### src/rtl/lsu_bus.sv
// Load/store unit bus adapter: a single outstanding access, lane steering, endianness and exception reporting.
// Optional bus watchdog enabled by defining LSU_TIMEOUT_EN (limit set by TIMEOUT).
package lsu_bus_pkg;
  typedef enum logic [3:0] {
    LSU_NONE = 4'd0,
    LSU_LB   = 4'd1,
    LSU_LH   = 4'd2,
    LSU_LW   = 4'd3,
    LSU_LBU  = 4'd4,
    LSU_LHU  = 4'd5,
    LSU_SB   = 4'd6,
    LSU_SH   = 4'd7,
    LSU_SW   = 4'd8
  } lsu_op_t;

  typedef enum logic [1:0] {
    ST_IDLE = 2'd0,
    ST_BUS  = 2'd1,
    ST_RESP = 2'd2
  } lsu_state_t;
endpackage

// Handshake: a request transfers on a rising edge where req_valid=1 and req_ready=1;
// rsp_valid is a one-cycle pulse with no back-pressure; dbus_req stays high until dbus_ack or dbus_err.
module lsu_bus
  import lsu_bus_pkg::*;
#(
  parameter int XLEN    = 32,
  parameter int TIMEOUT = 15
) (
  input  logic              clk,
  input  logic              rst_n,
  input  logic              req_valid,
  output logic              req_ready,
  input  lsu_op_t           lsu_op,
  input  logic [XLEN-1:0]   addr,
  input  logic [XLEN-1:0]   wr_data,
  input  logic              endianness,
  output logic              rsp_valid,
  output logic [XLEN-1:0]   rsp_data,
  output logic              rsp_err,
  output logic [1:0]        rsp_cause,
  output logic              dbus_req,
  output logic              dbus_we,
  output logic [XLEN-1:0]   dbus_addr,
  output logic [XLEN-1:0]   dbus_wr_data,
  output logic [XLEN/8-1:0] dbus_wr_strobe,
  input  logic              dbus_ack,
  input  logic              dbus_err,
  input  logic [XLEN-1:0]   dbus_rd_data,
  output lsu_state_t        state_dbg
);
  localparam int NB = XLEN / 8;
  localparam int OW = $clog2(NB);

  lsu_state_t      state, state_nx;
  lsu_op_t         op_q;
  logic [XLEN-1:0] addr_q, wdata_q;
  logic            endian_q;
  logic [XLEN-1:0] rsp_data_nx;
  logic            rsp_err_nx;
  logic [1:0]      rsp_cause_nx;
  logic [OW+2:0]   sh;
  logic [XLEN-1:0] datum, ld;
  logic [NB-1:0]   strb_base;
  logic [7:0]      b;
  logic [15:0]     h;
  logic [31:0]     w;
  logic            expired;

  function automatic logic is_mem(input lsu_op_t op);
    return (op >= LSU_LB) && (op <= LSU_SW);
  endfunction

  function automatic logic is_store(input lsu_op_t op);
    return op inside {LSU_SB, LSU_SH, LSU_SW};
  endfunction

  function automatic logic is_misaligned(input lsu_op_t op, input logic [1:0] a);
    logic m;
    m = 1'b0;
    case (op)
      LSU_LH, LSU_LHU, LSU_SH: m = a[0];
      LSU_LW, LSU_SW:          m = (a != 2'b00);
      default:                 m = 1'b0;
    endcase
    return m;
  endfunction

  assign sh             = {addr_q[OW-1:0], 3'b000};
  assign req_ready      = (state == ST_IDLE);
  assign rsp_valid      = (state == ST_RESP);
  assign dbus_req       = (state == ST_BUS);
  assign dbus_we        = dbus_req && is_store(op_q);
  assign dbus_addr      = {addr_q[XLEN-1:OW], {OW{1'b0}}};
  assign dbus_wr_data   = datum << sh;
  assign dbus_wr_strobe = dbus_req ? (strb_base << addr_q[OW-1:0]) : '0;
  assign state_dbg      = state;

  // Store datum: optional byte swap within the access size, before lane steering.
  always_comb begin
    datum     = '0;
    strb_base = '0;
    case (op_q)
      LSU_SB: begin
        datum[7:0] = wdata_q[7:0];
        strb_base  = NB'(1);
      end
      LSU_SH: begin
        datum[15:0] = endian_q ? {wdata_q[7:0], wdata_q[15:8]} : wdata_q[15:0];
        strb_base   = NB'(3);
      end
      LSU_SW: begin
        datum[31:0] = endian_q ? {wdata_q[7:0], wdata_q[15:8], wdata_q[23:16], wdata_q[31:24]}
                               : wdata_q[31:0];
        strb_base   = NB'(15);
      end
      default: ;
    endcase
  end

  always_comb begin
    b = 8'(dbus_rd_data >> sh);
    h = 16'(dbus_rd_data >> sh);
    w = 32'(dbus_rd_data >> sh);
    if (endian_q) begin
      h = {h[7:0], h[15:8]};
      w = {w[7:0], w[15:8], w[23:16], w[31:24]};
    end
    ld = '0;
    case (op_q)
      LSU_LB:  begin ld = {XLEN{b[7]}};  ld[7:0]  = b; end
      LSU_LBU: ld[7:0] = b;
      LSU_LH:  begin ld = {XLEN{h[15]}}; ld[15:0] = h; end
      LSU_LHU: ld[15:0] = h;
      LSU_LW:  begin ld = {XLEN{w[31]}}; ld[31:0] = w; end
      default: ;
    endcase
  end

`ifdef LSU_TIMEOUT_EN
  localparam int TW = $clog2(TIMEOUT + 1);
  logic [TW-1:0] tcnt;

  // Counts completed BUS cycles; expiry fires on the TIMEOUT-th one.
  always_ff @(posedge clk or negedge rst_n) begin
    if (!rst_n)                tcnt <= '0;
    else if (state == ST_BUS)  tcnt <= tcnt + 1'b1;
    else                       tcnt <= '0;
  end
  assign expired = (tcnt == TW'(TIMEOUT - 1));
`else
  assign expired = 1'b0;
`endif

  always_comb begin
    state_nx     = state;
    rsp_data_nx  = '0;
    rsp_err_nx   = 1'b0;
    rsp_cause_nx = 2'd0;
    case (state)
      ST_IDLE: begin
        if (req_valid) begin
          if (!is_mem(lsu_op)) begin
            state_nx = ST_RESP;
          end else if (is_misaligned(lsu_op, addr[1:0])) begin
            state_nx     = ST_RESP;
            rsp_err_nx   = 1'b1;
            rsp_cause_nx = 2'd1;
          end else begin
            state_nx = ST_BUS;
          end
        end
      end
      ST_BUS: begin
        // Bus outcomes take priority over the watchdog in its expiry cycle.
        if (dbus_err) begin
          state_nx     = ST_RESP;
          rsp_err_nx   = 1'b1;
          rsp_cause_nx = 2'd2;
        end else if (dbus_ack) begin
          state_nx    = ST_RESP;
          rsp_data_nx = is_store(op_q) ? '0 : ld;
        end else if (expired) begin
          state_nx     = ST_RESP;
          rsp_err_nx   = 1'b1;
          rsp_cause_nx = 2'd3;
        end
      end
      ST_RESP: state_nx = ST_IDLE;
      default: state_nx = ST_IDLE;
    endcase
  end

  always_ff @(posedge clk or negedge rst_n) begin
    if (!rst_n) begin
      state     <= ST_IDLE;
      op_q      <= LSU_NONE;
      addr_q    <= '0;
      wdata_q   <= '0;
      endian_q  <= 1'b0;
      rsp_data  <= '0;
      rsp_err   <= 1'b0;
      rsp_cause <= 2'd0;
    end else begin
      state     <= state_nx;
      rsp_data  <= rsp_data_nx;
      rsp_err   <= rsp_err_nx;
      rsp_cause <= rsp_cause_nx;
      if (state == ST_IDLE && req_valid) begin
        op_q     <= lsu_op;
        addr_q   <= addr;
        wdata_q  <= wr_data;
        endian_q <= endianness;
      end
    end
  end
endmodule

### config.mk
export PLATFORM = sky130hd
export DESIGN_NAME = lsu_bus
export DESIGN_NICKNAME = d
export VERILOG_FILES = /design/src/rtl/lsu_bus.sv
export SDC_FILE = /design/constraint.sdc
export NUM_CORES = 1
export LEC_CHECK = 0
export ABC_AREA = 0
export CORE_MARGIN = 4
export CORE_UTILIZATION = 40
export CTS_CLUSTER_SIZE = 16
export DETAILED_ROUTE_END_ITERATION = 16
export PLACE_DENSITY = 0.67
export SETUP_SLACK_MARGIN = 0.5
export SLEW_MARGIN = 20
export SYNTH_ARGS = -nofsm -noshare
export SYNTH_HDL_FRONTEND = slang
export SYNTH_SLANG_ARGS = --single-unit
### constraint.sdc
create_clock -name clk -period 2.84 [get_ports clk]
set_input_delay 0.71 -clock clk [delete_from_list [all_inputs] [get_ports clk]]
set_output_delay 0.71 -clock clk [all_outputs]
set_load 0.1 [all_outputs]
-- After elaboration in Yosys (flattened, before gate mapping)
Index checks and enable logic that the tools add are counted.
- word-level logic and storage cells: 77
- register bits after elaboration: 106
- output and inout port bits: 109
- input bits: 106
- muxes and demuxes: 36
- eq/ne operators: 17
- reduce and logical (&&, ||, !) cells: 11
- shift-type cells: 3
- magnitude comparators: 2
- operators with widths (kind ; number):
    two-way mux 32 bit ; 6
    case mux 8 bit (3 select lines) ; 3
    two-way mux 16 bit ; 3
    case mux 16 bit (3 select lines) ; 1
    << shifter 32 x 5 -> 32 bit ; 1
    >> shifter 32 x 5 -> 32 bit ; 1
    == test 4 x 3 -> 1 bit (second input constant) ; 6
    == test 4 x 2 -> 1 bit (second input constant) ; 4
    case mux 8 bit (2 select lines) ; 1
    two-way mux 2 bit ; 6
    case mux 4 bit (3 select lines) ; 1
    two-way mux 1 bit ; 10
    == test 4 bit (second input constant) ; 2
    case mux 2 bit (2 select lines) ; 2
    OR reduction 2 bit ; 3
    == test 4 x 1 -> 1 bit (second input constant) ; 1
    >= comparator 4 x 1 -> 1 bit (second input constant) ; 1
    less-or-equal comparator 4 bit (second input constant) ; 1
    two-way mux 4 bit ; 1
    case mux 1 bit (2 select lines) ; 2
    << shifter 4 x 2 -> 4 bit ; 1
    logical AND 1 bit ; 3
    != test 3 x 1 -> 1 bit (second input constant) ; 1
    nonzero test 3 bit ; 1
    other kinds (7) ; 7

-- Depth between registers and ports, before layout
Gate-level depths: netlist (run 1).
- depth after elaboration: 10
- depth in mapped cells: 8
- mapped depth without buffers: 4

-- Least setup slack after synthesis (run 1)
No wires, ideal clock.
- kind: reg-to-output
- start point: register state[0] (netlist: state_dbg[0])
- end point: output dbus_wr_strobe[1]
- arrival: 4.478 ns
- buffers on the path: 0
- required time: 2.130 ns
- stages on the path, launching flop included: 5
- path slack: -2.348 ns
- cell sequence: dfrtp_1 nand2b_1 inv_1 nand2_1 a311oi_1
- cells in the longest elaborated chain, start to end: 2
- ends and longest elaborated chain (item ; line ; RTL):
    start: declaration ; 56 ; lsu_state_t state, state_nx;
    start signal: assignment ; 206 ; state <= state_nx;
    == test 2 x 1 -> 1 bit ; 93 ; assign dbus_req = (state == ST_BUS);
    named net dbus_req ; 43 ; output logic dbus_req,
    two-way mux 4 bit ; 97 ; assign dbus_wr_strobe = dbus_req ? (strb_base << addr_q[OW-1:0]) : '0;
    end: declaration ; 47 ; output logic [XLEN/8-1:0] dbus_wr_strobe,
The timed path passes the listed nets, and every way through them passes these cells.

-- Worst setup path after layout (run 1)
- start point: register op_q[1]
- end point: output dbus_wr_strobe[1]
- cells in the longest elaborated chain, start to end: 4
- elaborated cells on any way between the ends: 6
- those cells by class: eq/ne (3); shift (1); mux (2)
- ends and longest elaborated chain (item ; line ; RTL):
    start: declaration ; 57 ; lsu_op_t op_q;
    start signal: assignment ; 211 ; op_q <= lsu_op;
    == test 4 bit / == test 4 x 3 -> 1 bit (equally long branches) ; 104 ; case (op_q)
    case mux 4 bit (3 select lines) * ; 104 ;
    << shifter 4 x 2 -> 4 bit * ; 97 ;
    two-way mux 4 bit * ; 97 ;
Every way passes the cells marked *; elsewhere a longest branch is shown, timed or not.

==> results.md, run 1 <==
- Status: finished with violations
- Violated checks: negative setup slack
- Layout area overhead: 56.8%
- Clock root cell: clkbuf_16
- Wire length per cell: 22.4 microns
- FF-to-FF path depth: 6
- Pre-CTS setup slack: 2.53 ps
- FF-to-FF End: rsp_data[22]
- Die height: 141 microns
- Pin count of the biggest net entering global routing: 76
- Comb power frac: 63.5%
- Critical path's largest stage delay: 680 ps
- DRC Markers: 0
- IO Count: between 200 and 250
- Max IR drop VDD: ~560 uV
- Delay-heaviest family, CP: simple AND/OR/NAND/NOR gates
- H-Tree Depth: 3
- Reg clk slew, reported paths: 80 ps
- Final min period: 3060 ps
- Layout net count: 1020
- Global route overflow: 0
- # fillers: 1379
- Area share of the largest cell type after synthesis: a little under two fifths
- Clk_lat worst skew: 360 ps
- Period utilization: 108%
- ANT cells: 0
- Post-synth top area cell: dfrtp_1
- Pin slew with the least headroom to its limit: ~760 ps
- Synthesized flop and latch total: 106
- Vias in the first global route: 7207
- Initial antenna violation count: 1
- CP dominant cell by count: buf_12
- Vias/cell: 5.98
- R2R setup slack: 590 ps
- FF/Latch Area: around 2700 sq um
- CTS tree: yes
- Final WS setup: -224 ps
- Area of the die: 19800 sq um
- Core footprint: 17200 sq um
- Worst-case clock buffer depth: 2
- Pleak: roughly 4.5 nW
- Area of the multi-input gates: ~4600 sq um
- DP HPWL: 18.4 mm
- Vias: 6837
- Sequential-to-total area share from yosys stat: 37.7%
- Initial core utilization: 40.8%
- Worst path bufs/invs: 3
- Critical Path RT: 2130 ps
- Startpoint types: flip-flop
- Max Clock Freq: 326 MHz
- Row count: 48
- Final Max Tran Viols: 0
- Synth Instances: 694
- Gr usage total: 25.5%
- Slowest-stage cell, CP: or4b_4
- Sw frac: 51.3%
- Synth warn: 0
- Mapped Avg Cell Area: 10.1 sq um
- Most common cell after layout, fill and taps aside: buf_4
- Seq pwr share: 22.6%
- Top FF cell, synth: dfrtp_1
- Layout cells sized above 1: ~44%
- Setup violators final: 34
- P_int: 4.60 mW
- Critical path endpoint category: output port
- CTS Buf Count: 9
- CP Class: reg -> out
- Final hold viol count: 0
- Synth area leaders: dfrtp_1, mux2_2, mux2i_1, buf_4, nand2_1
- Clock sink count: 106
- Critical Path AT: 2350 ps
- Max_slew headroom: 49.4%
- First DRT Iteration DRCs: 556
- RSZ-0062 raised after global routing: yes
- Overall routed net length: 25.6 mm
- Ys async rst share: 100%
- Netlist cell types: 66
- First-pass GRT wire length: 40.2 mm
- Clock share of power: 13.9%
- Final Instance Area: 11000 sq um
- Post-route ant nets: 0
- GP Congestion: 0.888
- Post-synth EDFFs: 0
- Max Cap Violations: 0
- Crit-path max FO: 8
- Area of the mapped netlist: 7030 sq um
- DP Area: 10200 sq um
- I/O Buffers: between 200 and 250
- Hold Crit Class: in -> async
- Most frequent cells in the layout: buf_4, clkdlybuf4s50_1, dfrtp_1
- Die W: 141 microns
- Crit-path cells: or4b_4 -> buf_8 -> buf_12 -> a311oi_4 -> buf_12
- Pwr dens: roughly 860 nW/um^2
- R2r startpoint: endian_q
- Clk_skew: 6.84 ps
- Switching power: 4.84 mW
- 1st-pass router iterations: 6
metal layers:
layer,part of all wire (%),track usage (%),up-vias
met5,0.035,0,-
met4,3.6,11.2,2
met3,7.0,5.77,67
met2,49,42.4,297
met1,40,31.6,3401
li1,-,-,3070
worst register-to-register path: stages (launching register included):
cell,delay [ps]
dfrtp_4,460
buf_12,270
mux2_1,370
mux4_2,540
a32oi_4,270
buf_12,170
o21ai_2,60
timing repair:
item | CTS | global route
setup endpoints to repair | 55 | 68
gates resized for setup | 32 | 37
hold buffers | 0 | 0
gates cloned | 0 | 1
buffers inserted | 13 | 12
pin swaps | 16 | 22
power by group through the flow:
stage	clock network, mW	registers, mW	logic (mW)
after CTS	1.33	2.12	5.78
after global placement	0	2.13	5.55
after detailed placement	0	2.14	5.61
final	1.31	2.13	5.99
after global routing	1.38	2.18	6.27
after floorplan	0	2.10	4.23
synthesized netlist by cell type (14+ instances only):
cell type / number
a21oi_1: 33
o21ai_0: 20
mux2i_1: 38
clkbuf_1: 17
nand2_1: 55
nand3_1: 14
nand2b_1: 16
nor2_1: 33
o22ai_1: 24
o221ai_1: 19
a22oi_1: 15
mux2_2: 67
buf_2: 27
a221o_1: 14
dfrtp_1: 106
buf_4: 35
sequential cells by signal, indices dropped and copies added, names as in the netlist:
signal,count
addr_q,32
endian_q,1
op_q,4
rsp_cause,2
rsp_data,32
rsp_err,1
state_dbg,2
wdata_q,32
kinds of logic (layout without fill, tap and decap cells):
logic type | count (synthesis) | in the layout | synth area share (%)
AO/OA/AOI/OAI | 197 | 197 | 20.9
XOR/XNOR | 2 | 2 | 0.249
buffers and inverters | 92 | 316 | 7.41
flip-flops | 106 | 106 | 37.7
multiplexers | 117 | 117 | 19.5
other | 1 | 2 | 0.0534
AND/OR/NAND/NOR | 179 | 179 | 14.1
metrics by stage:
step | std cells | setup TNS, ps | hold WS (ps) | power, mW | util [%]
after floorplan | 695 | -4310 | 414 | 6.33 | -
after global placement | 1102 | 0 | 493 | 7.67 | 59.2
after detailed placement | 1102 | 0 | 497 | 7.75 | 59.2
after CTS | 1131 | -5200 | 430 | 9.23 | 62.3
after global routing | 1144 | -7430 | 464 | 9.83 | 63.9
final | 1144 | -5270 | 398 | 9.44 | 63.9
final cells by class:
class / count / area share [%]
Clock buffer: 10 / 2.17
Clock inverter: 6 / 0.591
Inverter: 6 / 0.295
Multi-Input combinational cell: 497 / 41.9
Sequential cell: 106 / 24.2
Tap cell: 225 / 2.56
Timing Repair Buffer: 294 / 28.2
worst max path at each step:
stage / startpoint / end / slack, ps / cells after the start
after detailed placement: op_q[2] / dbus_wr_data[26] / 3 / 6
after global placement: op_q[2] / dbus_wr_data[26] / 40 / 6
after global routing: op_q[0] / dbus_wr_data[25] / -280 / 7
after floorplan: op_q[2] / dbus_wr_data[23] / -730 / 6
after CTS: op_q[2] / dbus_wr_data[8] / -230 / 6
final: op_q[1] / dbus_wr_strobe[1] / -220 / 5
Note: power is estimated with default switching activity, not from simulation.
==> inputs of run 2 (changes only) <==
Settings changed: SLEW_MARGIN 20 to not set.
==> results of run 2 <==
Same layout as run 1: the final DEF is identical, and so are final timing and power.
